`src/rtl/learn_note_judge.sv`:
```
// learn_note_judge
//   Upstream judge for the learn-mode music player. Synchronizes and
//   debounces the raw note keys and octave switches, compares a single
//   debounced press against the note the player is showing, and raises
//   is_match so the player may advance. Also keeps a saturating score,
//   a saturating miss count and a 2-bit grade for the display path.
//
// Ports
//   clk          system clock
//   reset        asynchronous, active-low
//   enable       learn mode active
//   score_clr    synchronous clear of score and miss_cnt (wins over increments)
//   exp_lights   expected note, one-hot, bit6 = do ... bit0 = si, 0 = rest
//   exp_high     expected note is high octave
//   exp_low      expected note is low octave
//   note_idx     player's note index; any change means a new note
//   keys         raw note keys (asynchronous)
//   oct_up       raw high-octave switch (asynchronous)
//   oct_down     raw low-octave switch (asynchronous)
//   is_match     registered; 1 = player may advance
//   score        correct notes, saturating
//   miss_cnt     wrong presses plus timeouts, saturating
//   grade        3 = perfect ... 0 = poor, one cycle behind miss_cnt
//   judge_state  FSM state encoding for debug LEDs
//
// Handshake: there is no valid/ready pair here. is_match is a level: it is
// held high for as long as the judge sits in MATCH and drops the cycle
// after the player moves note_idx on (or enable drops).

module learn_note_judge #(
  parameter int DEBOUNCE_CYC = 2_000_000,
  parameter int TIMEOUT_CYC  = 300_000_000,
  parameter int SCORE_W      = 8
) (
  input  logic               clk,
  input  logic               reset,
  input  logic               enable,
  input  logic               score_clr,
  input  logic [6:0]         exp_lights,
  input  logic               exp_high,
  input  logic               exp_low,
  input  logic [31:0]        note_idx,
  input  logic [6:0]         keys,
  input  logic               oct_up,
  input  logic               oct_down,
  output logic               is_match,
  output logic [SCORE_W-1:0] score,
  output logic [SCORE_W-1:0] miss_cnt,
  output logic [1:0]         grade,
  output logic [2:0]         judge_state
);

  localparam int DB_W = $clog2(DEBOUNCE_CYC + 1);
  localparam int TO_W = $clog2(TIMEOUT_CYC + 1);

  typedef enum logic [2:0] {
    S_IDLE    = 3'd0,
    S_WAIT    = 3'd1,
    S_MATCH   = 3'd2,
    S_WRONG   = 3'd3,
    S_RELEASE = 3'd4
  } state_t;

  // ---------------------------------------------------------------------
  // Input conditioning: bits [8:2] keys, [1] oct_up, [0] oct_down
  // ---------------------------------------------------------------------
  logic [8:0]      raw;
  logic [8:0]      sync1_q, sync2_q;
  logic [8:0]      deb_q;
  logic [DB_W-1:0] db_cnt_q [9];

  assign raw = {keys, oct_up, oct_down};

  always_ff @(posedge clk or negedge reset) begin
    if (!reset) begin
      sync1_q <= '0;
      sync2_q <= '0;
      deb_q   <= '0;
      for (int i = 0; i < 9; i++) db_cnt_q[i] <= '0;
    end else begin
      sync1_q <= raw;
      sync2_q <= sync1_q;
      for (int i = 0; i < 9; i++) begin
        // The counter only runs while the synchronized value disagrees with
        // the debounced one; the flip happens on the DEBOUNCE_CYC-th
        // consecutive disagreeing cycle.
        if (sync2_q[i] != deb_q[i]) begin
          if (db_cnt_q[i] == DB_W'(DEBOUNCE_CYC - 1)) begin
            deb_q[i]    <= sync2_q[i];
            db_cnt_q[i] <= '0;
          end else begin
            db_cnt_q[i] <= db_cnt_q[i] + DB_W'(1);
          end
        end else begin
          db_cnt_q[i] <= '0;
        end
      end
    end
  end

  // ---------------------------------------------------------------------
  // Press decoding on debounced values
  // ---------------------------------------------------------------------
  logic [6:0] deb_keys;
  logic       deb_up, deb_dn;
  logic       one_key, press_valid, press_ok, press_bad;

  assign deb_keys = deb_q[8:2];
  assign deb_up   = deb_q[1];
  assign deb_dn   = deb_q[0];

  // Exactly one bit set: non-zero and clearing the lowest set bit leaves 0.
  assign one_key     = (deb_keys != 7'd0) && ((deb_keys & (deb_keys - 7'd1)) == 7'd0);
  assign press_valid = one_key && !(deb_up && deb_dn);
  assign press_ok    = press_valid && (deb_keys == exp_lights) &&
                       (deb_up == exp_high) && (deb_dn == exp_low);
  assign press_bad   = press_valid && !press_ok;

  // ---------------------------------------------------------------------
  // Judge FSM
  // ---------------------------------------------------------------------
  state_t             state_q;
  logic               is_match_q;
  logic [TO_W-1:0]    to_cnt_q;
  logic [31:0]        note_q;
  logic [SCORE_W-1:0] score_q, miss_q;
  logic [1:0]         grade_q;

  logic score_inc, miss_inc, to_hit;

  assign to_hit = (to_cnt_q == TO_W'(TIMEOUT_CYC - 1));

  // Counter events mirror the WAIT priority order: rest, good, bad, timeout.
  always_comb begin
    score_inc = 1'b0;
    miss_inc  = 1'b0;
    if (enable && (state_q == S_WAIT) && (exp_lights != 7'd0)) begin
      if (press_ok)       score_inc = 1'b1;
      else if (press_bad) miss_inc  = 1'b1;
      else if (to_hit)    miss_inc  = 1'b1;
    end
  end

  always_ff @(posedge clk or negedge reset) begin
    if (!reset) begin
      state_q    <= S_IDLE;
      is_match_q <= 1'b0;
      to_cnt_q   <= '0;
      note_q     <= '0;
      score_q    <= '0;
      miss_q     <= '0;
      grade_q    <= 2'd0;
    end else begin
      // Tracking note_idx every cycle makes note_idx != note_q a one-cycle
      // change detector; only MATCH acts on it.
      note_q <= note_idx;

      if (!enable) begin
        state_q    <= S_IDLE;
        is_match_q <= 1'b0;
        to_cnt_q   <= '0;
      end else begin
        case (state_q)
          S_IDLE: begin
            // Pass through RELEASE so a key held on entry does not count.
            state_q    <= S_RELEASE;
            is_match_q <= 1'b0;
            to_cnt_q   <= '0;
          end
          S_WAIT: begin
            if (exp_lights == 7'd0 || press_ok) begin
              state_q    <= S_MATCH;
              is_match_q <= 1'b1;
              to_cnt_q   <= '0;
            end else if (press_bad) begin
              state_q    <= S_WRONG;
              is_match_q <= 1'b0;
              to_cnt_q   <= '0;
            end else if (to_hit) begin
              to_cnt_q <= '0;
            end else begin
              to_cnt_q <= to_cnt_q + TO_W'(1);
            end
          end
          S_MATCH: begin
            if (note_idx != note_q) begin
              state_q    <= S_RELEASE;
              is_match_q <= 1'b0;
            end
          end
          S_WRONG, S_RELEASE: begin
            is_match_q <= 1'b0;
            if (deb_keys == 7'd0) state_q <= S_WAIT;
          end
          default: begin
            state_q    <= S_IDLE;
            is_match_q <= 1'b0;
            to_cnt_q   <= '0;
          end
        endcase
      end

      if (score_clr)                         score_q <= '0;
      else if (score_inc && (score_q != '1)) score_q <= score_q + SCORE_W'(1);

      if (score_clr)                        miss_q <= '0;
      else if (miss_inc && (miss_q != '1))  miss_q <= miss_q + SCORE_W'(1);

      if (miss_q == SCORE_W'(0))      grade_q <= 2'd3;
      else if (miss_q <= SCORE_W'(2)) grade_q <= 2'd2;
      else if (miss_q <= SCORE_W'(5)) grade_q <= 2'd1;
      else                            grade_q <= 2'd0;
    end
  end

  assign is_match    = is_match_q;
  assign score       = score_q;
  assign miss_cnt    = miss_q;
  assign grade       = grade_q;
  assign judge_state = state_q;

endmodule

```
`config.mk`:
```
export PLATFORM = sky130hd
export DESIGN_NAME = learn_note_judge
export DESIGN_NICKNAME = d
export VERILOG_FILES = /design/src/rtl/learn_note_judge.sv
export SDC_FILE = /design/constraint.sdc
export NUM_CORES = 1
export LEC_CHECK = 0
export BUFFER_PORTS_ARGS = -buffer_cell sky130_fd_sc_hd__clkbuf_2
export CORE_MARGIN = 5
export CORE_UTILIZATION = 55
export DETAILED_ROUTE_END_ITERATION = 12
export PLACE_DENSITY = 0.73
export REMOVE_ABC_BUFFERS = 1
export SKIP_LAST_GASP = 1
export SLEW_MARGIN = 20
export SYNTH_ARGS = -nofsm -noshare
export SYNTH_HDL_FRONTEND = slang
export SYNTH_SLANG_ARGS = --single-unit
```
`constraint.sdc`:
```
create_clock -name clk -period 3.05 [get_ports clk]
set_clock_uncertainty 0.2 [all_clocks]
set_input_delay 0.1525 -clock clk [delete_from_list [all_inputs] [get_ports clk]]
set_output_delay 0.1525 -clock clk [all_outputs]
set_load 0.01 [all_outputs]
```
==> results.cfg <==
[run_status]
status = completed

[yosys]
async_flop_share_pct = 100
synth_fa_ha_area_share_pct = 1.42
muxShareOfSynthArea_pct = 1.31
synthesis.area_um2 = 14100
synth_xor_area_share_pct = 13.6
synth_area_leader_cell = dfrtp_1
synth_edf_count = 0
yosysSeqAreaShare_pct = 53.0
synth_ff_type = dfrtp_1
synth.area.top_cells = dfrtp_1 (53%), xor2_1 (9.4%), nor2_1 (6.5%)
yosys_warnings = 0
avgSynthCellArea_um2 = 10.1
synthMostInstantiatedCell = dfrtp_1
synth-compound-area-share_pct = 4.87
netlist_instances = 1399
synth-seq-cells = 299
synth_common_cells = dfrtp_1 (299), nor2_1 (244), xor2_1 (151)
yosys.area_share.simple_pct = 23.7
ys_types = 58
yosysTopAreaCellShare_pct = 53.0
synth_top_family_by_area = simple AND/OR/NAND/NOR gates

[floorplanning]
initial_core_util_pct = 55.9
core_area_um2 = 25300
dieWidth_um = 170
placementRows = 58
die-area_um2 = 29000
die_h_um = 170
pin_count = 76

[timing]
worst_slack_ps = 277
min_period_over_period_pct = 90.9
period_minus_slack_ps = 2770
tns_ps = 0
setup_viol = 0
slew_violations = 0
rsz0062_at_grt = no
final-hold-violation-count = 0
max_slew.worst_pin.slew_ps = 638
holdWs_ps = 25.3
slew_headroom_pct = 57.4
fmax_mhz = 361

[clock_tree]
cts_tree = done
clock_latency_ps = 550
cts-root-buf = clkbuf_16
clk_pin_slew_ps = 60
htree_levels = 1
ctsLongestPathBuffers = 3
cts.sinks = 299
cts_made_buffers = 31
cts-resized-gates = 0

[setup_path]
max_stage_delay_ps = 510
arrival_ps = 3000
worstSetupPathType = reg -> reg
cp_max_fo = 14
slowest_stage = a221o_2
r2r-start = deb_q[2]
worstPathCellList = nor4_4, nand2_1, a221o_2, o21ai_2, nor2_1, mux2_1
worstSetupStartpointType = flop
cp-startpoint = deb_q[2]
required_ps = 3280
critPathCaptureType = flop

[power]
power_frac_seq_pct = 46.1
p_sw_share_pct = 22.5
p_switching_mw = 2.01
p_clk_share_pct = 47.1
total_power_mw = 8.94
p_leak_nw = 7.29
power.density_nw_per_um2 = 541
worst_ir_drop_vdd_v = 0.000461
combPwrFrac_pct = 6.8
intPower_mw = 6.93

[grt]
antenna_found_initial = 1
grt_util_all_layers_pct = 20.6
grt_pass1_wl_mm = 50.7
grt_max_degree = 92
grt_pass1_vias = 10600
overflow = 0

[routing]
drtPass1Iterations = 5
wl_per_cell_um = 15.6
route.detailed.drc = 0
dr.first_iter.drc_count = 630
avgViaCountPerCell = 5.59
postRouteAntennaNets = 0
routed_wl_mm = 29.3
vias = 10500

[flow_run]
max-cap-violations = 0

[place]
io_buffers = 75
placed_cells = 1773
dpl.hpwl_mm = 18.6
gp_congestion = 0.831
preCtsSetupSlack_ps = 304

[cells_and_area]
regArea_um2 = 7480
nNetsFinal = 1594
area_delta_synth_final_pct = 17.1
multi_input_area_um2 = 6350
fill_cells = 1916
drive_gt1_share_pct = 11.0
stdcell_count = 1878

[min_path]
min_path_type = in -> async
-- critical path, delay by kind of cell (launching register included) --
kind / cells / cell delay [ps]
simple gates: 3 / 690
flops: 1 / 470
mux: 1 / 330
compound gates: 2 / 960
-- per-layer routing --
metal	track usage [%]	vias to the layer above	part of all wire, %
met3	2.86	66	3.2
met5	0	-	0
met2	35.2	182	50
met1	27.4	5183	43
li1	-	5071	-
met4	6.28	0	3.1
-- power groups by stage --
stage	Sequential, mW	Combinational, mW	Clock [mW]
2_1_floorplan	4.18	0.288	0
5_1_grt	4.13	0.682	4.46
4_1_cts	4.12	0.611	4.28
3_3_place_gp	4.18	0.541	0
3_5_place_dp	4.19	0.556	0
6_report	4.12	0.609	4.21
-- area by class of cell --
type | count | share of cell area (%)
clock inverters | 16 | 1.77
flip-flops and latches | 299 | 45.2
inverters | 31 | 0.704
multi-input cells | 1026 | 38.4
repair buffers | 135 | 6.19
clock buffers | 39 | 5.17
well taps | 330 | 2.50
diodes | 2 | 0.0303
-- repair_timing --
action                    4_1_cts  5_1_grt
hold buffers                   48        0
hold endpoints to repair      371        0
setup buffers                   0        0
-- cells by family (layout without fill, tap and decap cells) --
group / count (synthesis) / in the layout
AND/OR/NAND/NOR: 670 / 670
other: 0 / 2
adder cells (fa/ha/maj): 16 / 16
multiplexers: 17 / 17
buffers and inverters: 74 / 221
XOR/XNOR: 219 / 219
AO/OA/AOI/OAI: 104 / 104
flip-flops: 299 / 299
-- state kept, by name, summed over array words and instances, names as in the netlist --
register / flops
miss_cnt: 8
to_cnt_q: 29
is_match: 1
note_q: 32
deb_q: 9
db_cnt_q: 189
judge_state: 3
sync1_q: 9
grade: 2
score: 8
sync2_q: 9
-- cell usage in the layout (no fill, tap or decap), types with 38 or more instances in the layout --
cell	instances
xor2_1	151
xnor2_1	68
clkbuf_2	74
dlygate4sd3_1	47
nand3_1	101
dfrtp_1	299
and3_1	38
nand2_1	94
nor2_1	244
nand4_1	41
-- per-stage QoR --
stage	utilization [%]	cell area (um2)
2_1_floorplan	-	13900
3_3_place_gp	58.9	14900
3_5_place_dp	58.9	14900
4_1_cts	65.5	16500
5_1_grt	65.5	16500
6_report	65.5	16500
-- final timing paths --
path / cells after the start / slack (ps) / end
setup / recovery: 6 / 280 / miss_cnt[0]
hold / removal: 3 / 30 / db_cnt_q[180]
setup reg to reg: 6 / 280 / miss_cnt[0]
hold reg to reg: 0 / 150 / sync2_q[5]
max in group asynchronous: 3 / 2130 / to_cnt_q[22]
min in group clk: 2 / 60 / sync1_q[5]
Note: power is estimated with default switching activity, not from simulation.
